==> config.mk <==
export PLATFORM = sky130hd
export DESIGN_NAME = usb_fs_rx_bit_recovery
export DESIGN_NICKNAME = d
export VERILOG_FILES = /design/src/rtl/usb_fs_pkg.sv /design/src/rtl/usb_nrzi_unstuff.sv /design/src/rtl/usb_fs_rx_bit_recovery.sv
export SDC_FILE = /design/constraint.sdc
export NUM_CORES = 1
export LEC_CHECK = 0
export CORE_MARGIN = 1
export CORE_UTILIZATION = 43
export DETAILED_ROUTE_END_ITERATION = 16
export GPL_ROUTABILITY_DRIVEN = 0
export MAX_ROUTING_LAYER = met4
export RECOVER_POWER = 25
export SETUP_SLACK_MARGIN = 0.1
export SLEW_MARGIN = 20
export SYNTH_ARGS = -nofsm -noshare
export SYNTH_HDL_FRONTEND = slang
export SYNTH_HIERARCHICAL = 1
export SYNTH_SLANG_ARGS = --single-unit
==> constraint.sdc <==
create_clock -name i_clk -period 2.62 [get_ports i_clk]
set_clock_uncertainty 0.2 [all_clocks]
set_input_delay 0.262 -clock i_clk [delete_from_list [all_inputs] [get_ports i_clk]]
set_output_delay 0.262 -clock i_clk [all_outputs]
set_load 0.05 [all_outputs]
==> src/rtl/usb_fs_pkg.sv <==
// Shared line-state codes, receiver FSM encodings and default timing for the FS receive path.
// Pure declarations: no latency, no flow control.
package usb_fs_pkg;

  // {dn,dp} as sampled on the bus
  typedef enum logic [1:0] {
    LS_SE0 = 2'b00,
    LS_J   = 2'b01,
    LS_K   = 2'b10,
    LS_SE1 = 2'b11
  } line_state_t;

  typedef enum logic [1:0] {
    ST_IDLE   = 2'b00,
    ST_ACTIVE = 2'b01,
    ST_EOP    = 2'b10
  } rx_state_t;

  localparam int USB_OVERSAMPLE   = 4;
  localparam int USB_STUFF_LEN    = 6;
  localparam int USB_RESET_CYCLES = 120;

endpackage

==> src/rtl/usb_nrzi_unstuff.sv <==
// NRZI decoder and bit de-stuffer; owns the previous line state and the run-of-ones count.
// Combinational outputs in the strobe cycle (parent registers them); no backpressure.
module usb_nrzi_unstuff
  import usb_fs_pkg::*;
#(
  parameter int STUFF_LEN = USB_STUFF_LEN
) (
  input  logic        i_clk,
  input  logic        i_strobe,
  input  line_state_t i_state,
  input  logic        i_clear,
  output logic        o_bit_valid,
  output logic        o_bit_data,
  output logic        o_stuff_err
);

  localparam int OW = $clog2(STUFF_LEN + 1);
  localparam logic [OW-1:0] ONES_MAX = OW'(STUFF_LEN);

  line_state_t   r_prev;
  logic [OW-1:0] r_ones;
  logic          w_bit;
  logic          w_at_stuff;

  // No transition between bit cells decodes as a 1
  assign w_bit      = (i_state == r_prev);
  assign w_at_stuff = (r_ones == ONES_MAX);

  always_comb begin
    o_bit_valid = i_strobe && !w_at_stuff;
    o_bit_data  = w_bit;
    o_stuff_err = i_strobe && w_at_stuff && w_bit;
  end

  always_ff @(posedge i_clk) begin
    if (i_clear) begin
      r_prev <= LS_J;
      r_ones <= '0;
    end else if (i_strobe) begin
      r_prev <= i_state;
      if (w_at_stuff || !w_bit) begin
        r_ones <= '0;
      end else begin
        r_ones <= r_ones + 1'b1;
      end
    end
  end

endmodule

==> src/rtl/usb_fs_rx_bit_recovery.sv <==
// FS USB rx bit recovery: 4x phase counter, NRZI/unstuff, framing FSM, bus-reset timer; all outputs 1 clk after strobe.
// No backpressure (line-rate stream); optional saturating error counter under USB_FS_RX_ERR_CNT_EN.
module usb_fs_rx_bit_recovery
  import usb_fs_pkg::*;
#(
  parameter int OVERSAMPLE   = USB_OVERSAMPLE,
  parameter int STUFF_LEN    = USB_STUFF_LEN,
  parameter int RESET_CYCLES = USB_RESET_CYCLES
) (
  input  logic       i_clk,
  input  logic       i_reset,
  input  logic       i_dp,
  input  logic       i_dn,
  input  logic       i_line_edge,
  output logic [1:0] o_line_state,
  output logic       o_bit_valid,
  output logic       o_bit_data,
  output logic       o_pkt_active,
  output logic       o_eop,
  output logic       o_stuff_err,
  output logic       o_line_err,
  output logic       o_usb_reset
`ifdef USB_FS_RX_ERR_CNT_EN
  ,
  output logic [7:0] o_err_count
`endif
);

  localparam int PW = $clog2(OVERSAMPLE);
  localparam int CW = $clog2(RESET_CYCLES + 1);
  localparam logic [PW-1:0] MID     = PW'(OVERSAMPLE / 2);
  localparam logic [CW-1:0] SE0_MAX = CW'(RESET_CYCLES);

  logic [PW-1:0] r_phase;
  logic [CW-1:0] r_se0_cnt;
  rx_state_t     r_state;
  line_state_t   r_line_state;
  logic          r_bit_valid;
  logic          r_bit_data;
  logic          r_pkt_active;
  logic          r_eop;
  logic          r_stuff_err;
  logic          r_line_err;
  logic          r_usb_reset;

  line_state_t   w_ls;
  logic          w_se0;
  logic          w_strobe;
  logic          w_dec;
  logic          w_clear;
  logic          w_bit_valid;
  logic          w_bit_data;
  logic          w_stuff_err;
  logic [CW-1:0] w_se0_nxt;

  assign w_ls     = line_state_t'({i_dn, i_dp});
  assign w_se0    = !i_dp && !i_dn;
  // An edge landing on the sample point realigns the phase and defers the sample
  assign w_strobe = (r_phase == MID) && !i_line_edge;

  always_ff @(posedge i_clk) begin
    if (i_reset) begin
      r_phase <= '0;
    end else if (i_line_edge) begin
      r_phase <= PW'(1);
    end else begin
      r_phase <= r_phase + 1'b1;
    end
  end

  assign w_dec = w_strobe &&
                 (((r_state == ST_IDLE) && (w_ls == LS_K)) ||
                  ((r_state == ST_ACTIVE) && ((w_ls == LS_J) || (w_ls == LS_K))));

  // Any return to IDLE re-arms the decoder with prev=J and no ones counted
  assign w_clear = i_reset ||
                   (w_strobe &&
                    (((r_state == ST_ACTIVE) && ((w_ls == LS_SE1) || w_stuff_err)) ||
                     ((r_state == ST_EOP) && (w_ls != LS_SE0))));

  usb_nrzi_unstuff #(
    .STUFF_LEN (STUFF_LEN)
  ) u_nrzi_unstuff (
    .i_clk       (i_clk),
    .i_strobe    (w_dec),
    .i_state     (w_ls),
    .i_clear     (w_clear),
    .o_bit_valid (w_bit_valid),
    .o_bit_data  (w_bit_data),
    .o_stuff_err (w_stuff_err)
  );

  always_ff @(posedge i_clk) begin
    if (i_reset) begin
      r_state      <= ST_IDLE;
      r_line_state <= LS_J;
      r_bit_valid  <= 1'b0;
      r_bit_data   <= 1'b0;
      r_pkt_active <= 1'b0;
      r_eop        <= 1'b0;
      r_stuff_err  <= 1'b0;
      r_line_err   <= 1'b0;
    end else begin
      r_bit_valid <= w_bit_valid;
      r_bit_data  <= w_bit_valid && w_bit_data;
      r_stuff_err <= w_stuff_err;
      r_eop       <= 1'b0;
      r_line_err  <= 1'b0;
      if (w_strobe) begin
        r_line_state <= w_ls;
        case (r_state)
          ST_IDLE: begin
            if (w_ls == LS_K) begin
              r_state      <= ST_ACTIVE;
              r_pkt_active <= 1'b1;
            end
          end
          ST_ACTIVE: begin
            if (w_ls == LS_SE0) begin
              r_state <= ST_EOP;
            end else if ((w_ls == LS_SE1) || w_stuff_err) begin
              r_line_err   <= (w_ls == LS_SE1);
              r_state      <= ST_IDLE;
              r_pkt_active <= 1'b0;
            end
          end
          ST_EOP: begin
            if (w_ls == LS_J) begin
              r_eop        <= 1'b1;
              r_state      <= ST_IDLE;
              r_pkt_active <= 1'b0;
            end else if (w_ls != LS_SE0) begin
              r_line_err   <= 1'b1;
              r_state      <= ST_IDLE;
              r_pkt_active <= 1'b0;
            end
          end
          default: begin
            r_state      <= ST_IDLE;
            r_pkt_active <= 1'b0;
          end
        endcase
      end
    end
  end

  // Bus-reset timer runs every clk, independent of bit timing
  assign w_se0_nxt = !w_se0 ? '0 :
                     (r_se0_cnt == SE0_MAX) ? SE0_MAX : r_se0_cnt + 1'b1;

  always_ff @(posedge i_clk) begin
    if (i_reset) begin
      r_se0_cnt   <= '0;
      r_usb_reset <= 1'b0;
    end else begin
      r_se0_cnt   <= w_se0_nxt;
      r_usb_reset <= (w_se0_nxt == SE0_MAX);
    end
  end

`ifdef USB_FS_RX_ERR_CNT_EN
  logic [7:0] r_err_count;
  logic [8:0] w_err_sum;

  assign w_err_sum = {1'b0, r_err_count} + {8'd0, r_stuff_err} + {8'd0, r_line_err};

  always_ff @(posedge i_clk) begin
    if (i_reset) begin
      r_err_count <= '0;
    end else begin
      r_err_count <= w_err_sum[8] ? 8'hFF : w_err_sum[7:0];
    end
  end

  assign o_err_count = r_err_count;
`endif

  assign o_line_state = r_line_state;
  assign o_bit_valid  = r_bit_valid;
  assign o_bit_data   = r_bit_data;
  assign o_pkt_active = r_pkt_active;
  assign o_eop        = r_eop;
  assign o_stuff_err  = r_stuff_err;
  assign o_line_err   = r_line_err;
  assign o_usb_reset  = r_usb_reset;

endmodule

==> results.md, run 1 <==
- Status: finished clean
- Main combinational cell family by area after synthesis: simple AND/OR/NAND/NOR gates
- Die W: around 56 µm
- Post-route clock period utilization: 88.1%
- Share of cells above drive strength 1: 12.1%
- Top routing layer in use: met4
- Clk pin slew, worst setup/hold paths: 0.13 ns
- Worst Path Required: 2.63 ns
- Lkg Pwr: 0.561 nW
- Ys Warns: 6
- PortBufs: 13
- WL final: 2.24 mm
- Crit path kind: in -> reg
- Area growth from synthesis to layout: 18.4%
- Critical Path Sink: o_pkt_active$_SDFFE_PP0P_
- Pin count of the biggest net entering global routing: 15
- Postcts setup bufs: 0
- R2r worst-path depth: 9
- Initial antenna violation count: 0
- GRT Overall Usage: 16.6%
- First-pass GRT wire length: just over 4 mm
- Final Power: 0.613 mW
- Drt first-iter violations: 16
- Final core occ: 54.0%
- Synth Net Count: 151
- # rows: 19
- Post-Synth XOR/XNOR Area: 4.17%
- Clk buf depth: 2
- Syn Area/Cell: 9.39 µm²
- Most frequent cells in the layout: dfxtp_1, ha_1, clkdlybuf4s50_1, nor2_1
- CP startpoint: i_dn
- # clock sinks: 25
- Post-synthesis simple-gate area fraction: 25.5%
- # DRC: 0
- RSZ-0062 raised after global routing: no
- Sequential area share after synthesis: 39.8%
- Post-synthesis cell type with the largest combined area: dfxtp_1
- Number of flops mapped to enable cells by yosys: 0
- Post-synthesis cell count: 134
- Max Freq: 433 MHz
- Detail Placement HPWL: 1.79 mm
- Reg2reg setup slack: 0.37 ns
- Worst r2r dst: o_pkt_active$_SDFFE_PP0P_
- Netlist Area Pre-Place: 1260 µm²
- Clk Latency, worst-skew pair: 0.32 ns
- Final setup fails: 0
- DR vias/cell: around 5
- # fillers: 277
- Slew headroom: 66.2%
- Met2 wire len: 1.12 mm
- Crit Path Max Fanout: 4
- GRT overflow: 0
- Vias in the first global route: 954
- Drt wl/cell: 11.9 µm
- Post-synth ARST share: 0%
- Initial core utilization: 45.6%
- Synth top area cells: dfxtp_1, ha_1, nor2_1, a21oi_1, xnor2_1
- CP arrival: roughly 2.3 ns
- Tmin final: 2.31 ns
- Total CTS buffers: 3
- DR vias: 966
- Met1 Wirelength: between 1 and 1.5 mm
- CTS Hold Buffers Added: 0
- Die H: 56.1 µm
- Number of diodes: 0
- R2r startpoint: r_state[1]$_SDFFE_PP0P_
- Max cap viols: 0
- Hold Path Class: reg -> reg
- IO Count: 14
- Layout net count: roughly 180
- Drt pass-1 iters: 4
- Cts repair resizes: 0
- Unique masters post-synth: 42
- Peak supply drop: 0.344 mV
- Area share of fa/ha/maj cells after synthesis: a little under an eighth
- Post-synthesis compound-gate area fraction: 11.0%
- Slew @ Worst Pin: 0.506 ns
- Final ANT Viol Nets: 0
- PD cells: 411 nW/µm²
- Core footprint: 2760 µm²
- Met3 WL: ~41 µm
- Setup tns final: 0 ns
- H-Tree Depth: 1
- Synthesis-stage register bit count: 25
- Post-synthesis mux area share: 2.39%
- Max Slew Vio Count: 0
- CTS tree: yes
- Die area: about 3100 µm²
- Setup crit end kind: flop
- Predominant post-synthesis flop cell: dfxtp_1
- Hold Violations, Final: 0
- CP startpoint kind: primary input
- Commonest non-fill, non-tap cell in the layout: dfxtp_1
- Synth top area share: 39.8%
- Root buffer cell: clkbuf_4
[flip-flops by register name, indices dropped and copies added, names as in the netlist, 2 cells and up]
signal	count
r_phase	2
u_nrzi_unstuff/r_ones	3
o_line_state	2
r_se0_cnt	7
u_nrzi_unstuff/r_prev	2
r_state	2
[stage by stage]
stage                     instance area, µm²  setup WS [ns]  hold slack, ns  cells
after floorplan                         1260          0.358           0.139    134
after global placement                  1470         0.0469           0.271    184
after detailed placement                1470         0.0136           0.290    184
after CTS                               1500          0.353           0.311    188
after global routing                    1490          0.115           0.332    188
final                                   1490          0.313           0.305    188
[cell families after synthesis]
group | count (synthesis)
DFF | 25
AOI/OAI and AO/OA | 20
muxes | 3
xor gates and xnor gates | 6
adders and majority gates | 12
and+or+nand+nor | 55
buffers and inverters | 13
[synth_stat cells, types with 3 or more instances]
cell and number:
dfxtp_1 25, ha_1 12, nor2_1 10, nand2_1 9, inv_1 8, a21oi_1 7, nor3_1 6, nand2b_1 4
nand3_1 4, nor2b_1 4, xnor2_1 4, mux2i_1 3
[critical path, stage by stage]
cell	delay (ns)
dlygate4sd3_1	0.54
inv_1	0.06
ha_1	0.27
a22oi_1	0.08
nor2_1	0.12
and4_1	0.25
o21bai_1	0.09
a2111oi_2	0.38
mux2i_1	0.22
nor2_1	0.05
[per-layer routing]
metal | vias to the layer above | global-route usage (%)
met1 | 447 | 19.1
met4 | 0 | 8.36
li1 | 504 | -
met3 | 5 | 2.09
met2 | 10 | 28.4
met5 | - | -
[power by group]
part | switching [mW] | internal (mW)
Clock | 0.113 | 0.0572
Sequential | 0.00218 | 0.384
Combinational | 0.0298 | 0.0265
Total | 0.145 | 0.468
[how the worst min path moves through the flow]
stage,from,end,cells after the start,slack [ns]
6_report,u_nrzi_unstuff/r_ones[1]$_SDFFE_PP0P_,u_nrzi_unstuff/r_ones[1]$_SDFFE_PP0P_,2,0.31
5_1_grt,u_nrzi_unstuff/r_ones[1]$_SDFFE_PP0P_,u_nrzi_unstuff/r_ones[1]$_SDFFE_PP0P_,2,0.33
4_1_cts,u_nrzi_unstuff/r_ones[1]$_SDFFE_PP0P_,u_nrzi_unstuff/r_ones[1]$_SDFFE_PP0P_,2,0.31
3_5_place_dp,o_pkt_active$_SDFFE_PP0P_,o_pkt_active$_SDFFE_PP0P_,2,0.29
3_3_place_gp,o_line_state[1]$_SDFFE_PP0P_,o_line_state[1]$_SDFFE_PP0P_,2,0.27
2_1_floorplan,i_line_edge,r_phase[1]$_SDFF_PP0_,1,0.14
[cell type report]
cell class	count	area (µm²)	share of cell area, %
Clock inverter	1	5.00	0.336
Sequential cell	25	500	33.6
Timing Repair Buffer	23	201	13.5
Multi-Input combinational cell	96	688	46.2
Inverter	9	33.8	2.27
Clock buffer	3	22.5	1.51
Tap cell	31	38.8	2.60
Power figures use the tool's default switching activity.
==> run 2, diff against run 1 <==
--- a/config.mk
+++ b/config.mk
@@ -7,6 +7,7 @@
 export LEC_CHECK = 0
 export CORE_MARGIN = 1
 export CORE_UTILIZATION = 43
+export CTS_CLUSTER_SIZE = 12
 export DETAILED_ROUTE_END_ITERATION = 16
 export GPL_ROUTABILITY_DRIVEN = 0
 export MAX_ROUTING_LAYER = met4
==> results of run 2 <==
No change in the layout: final DEF, timing and power equal those of run 1.
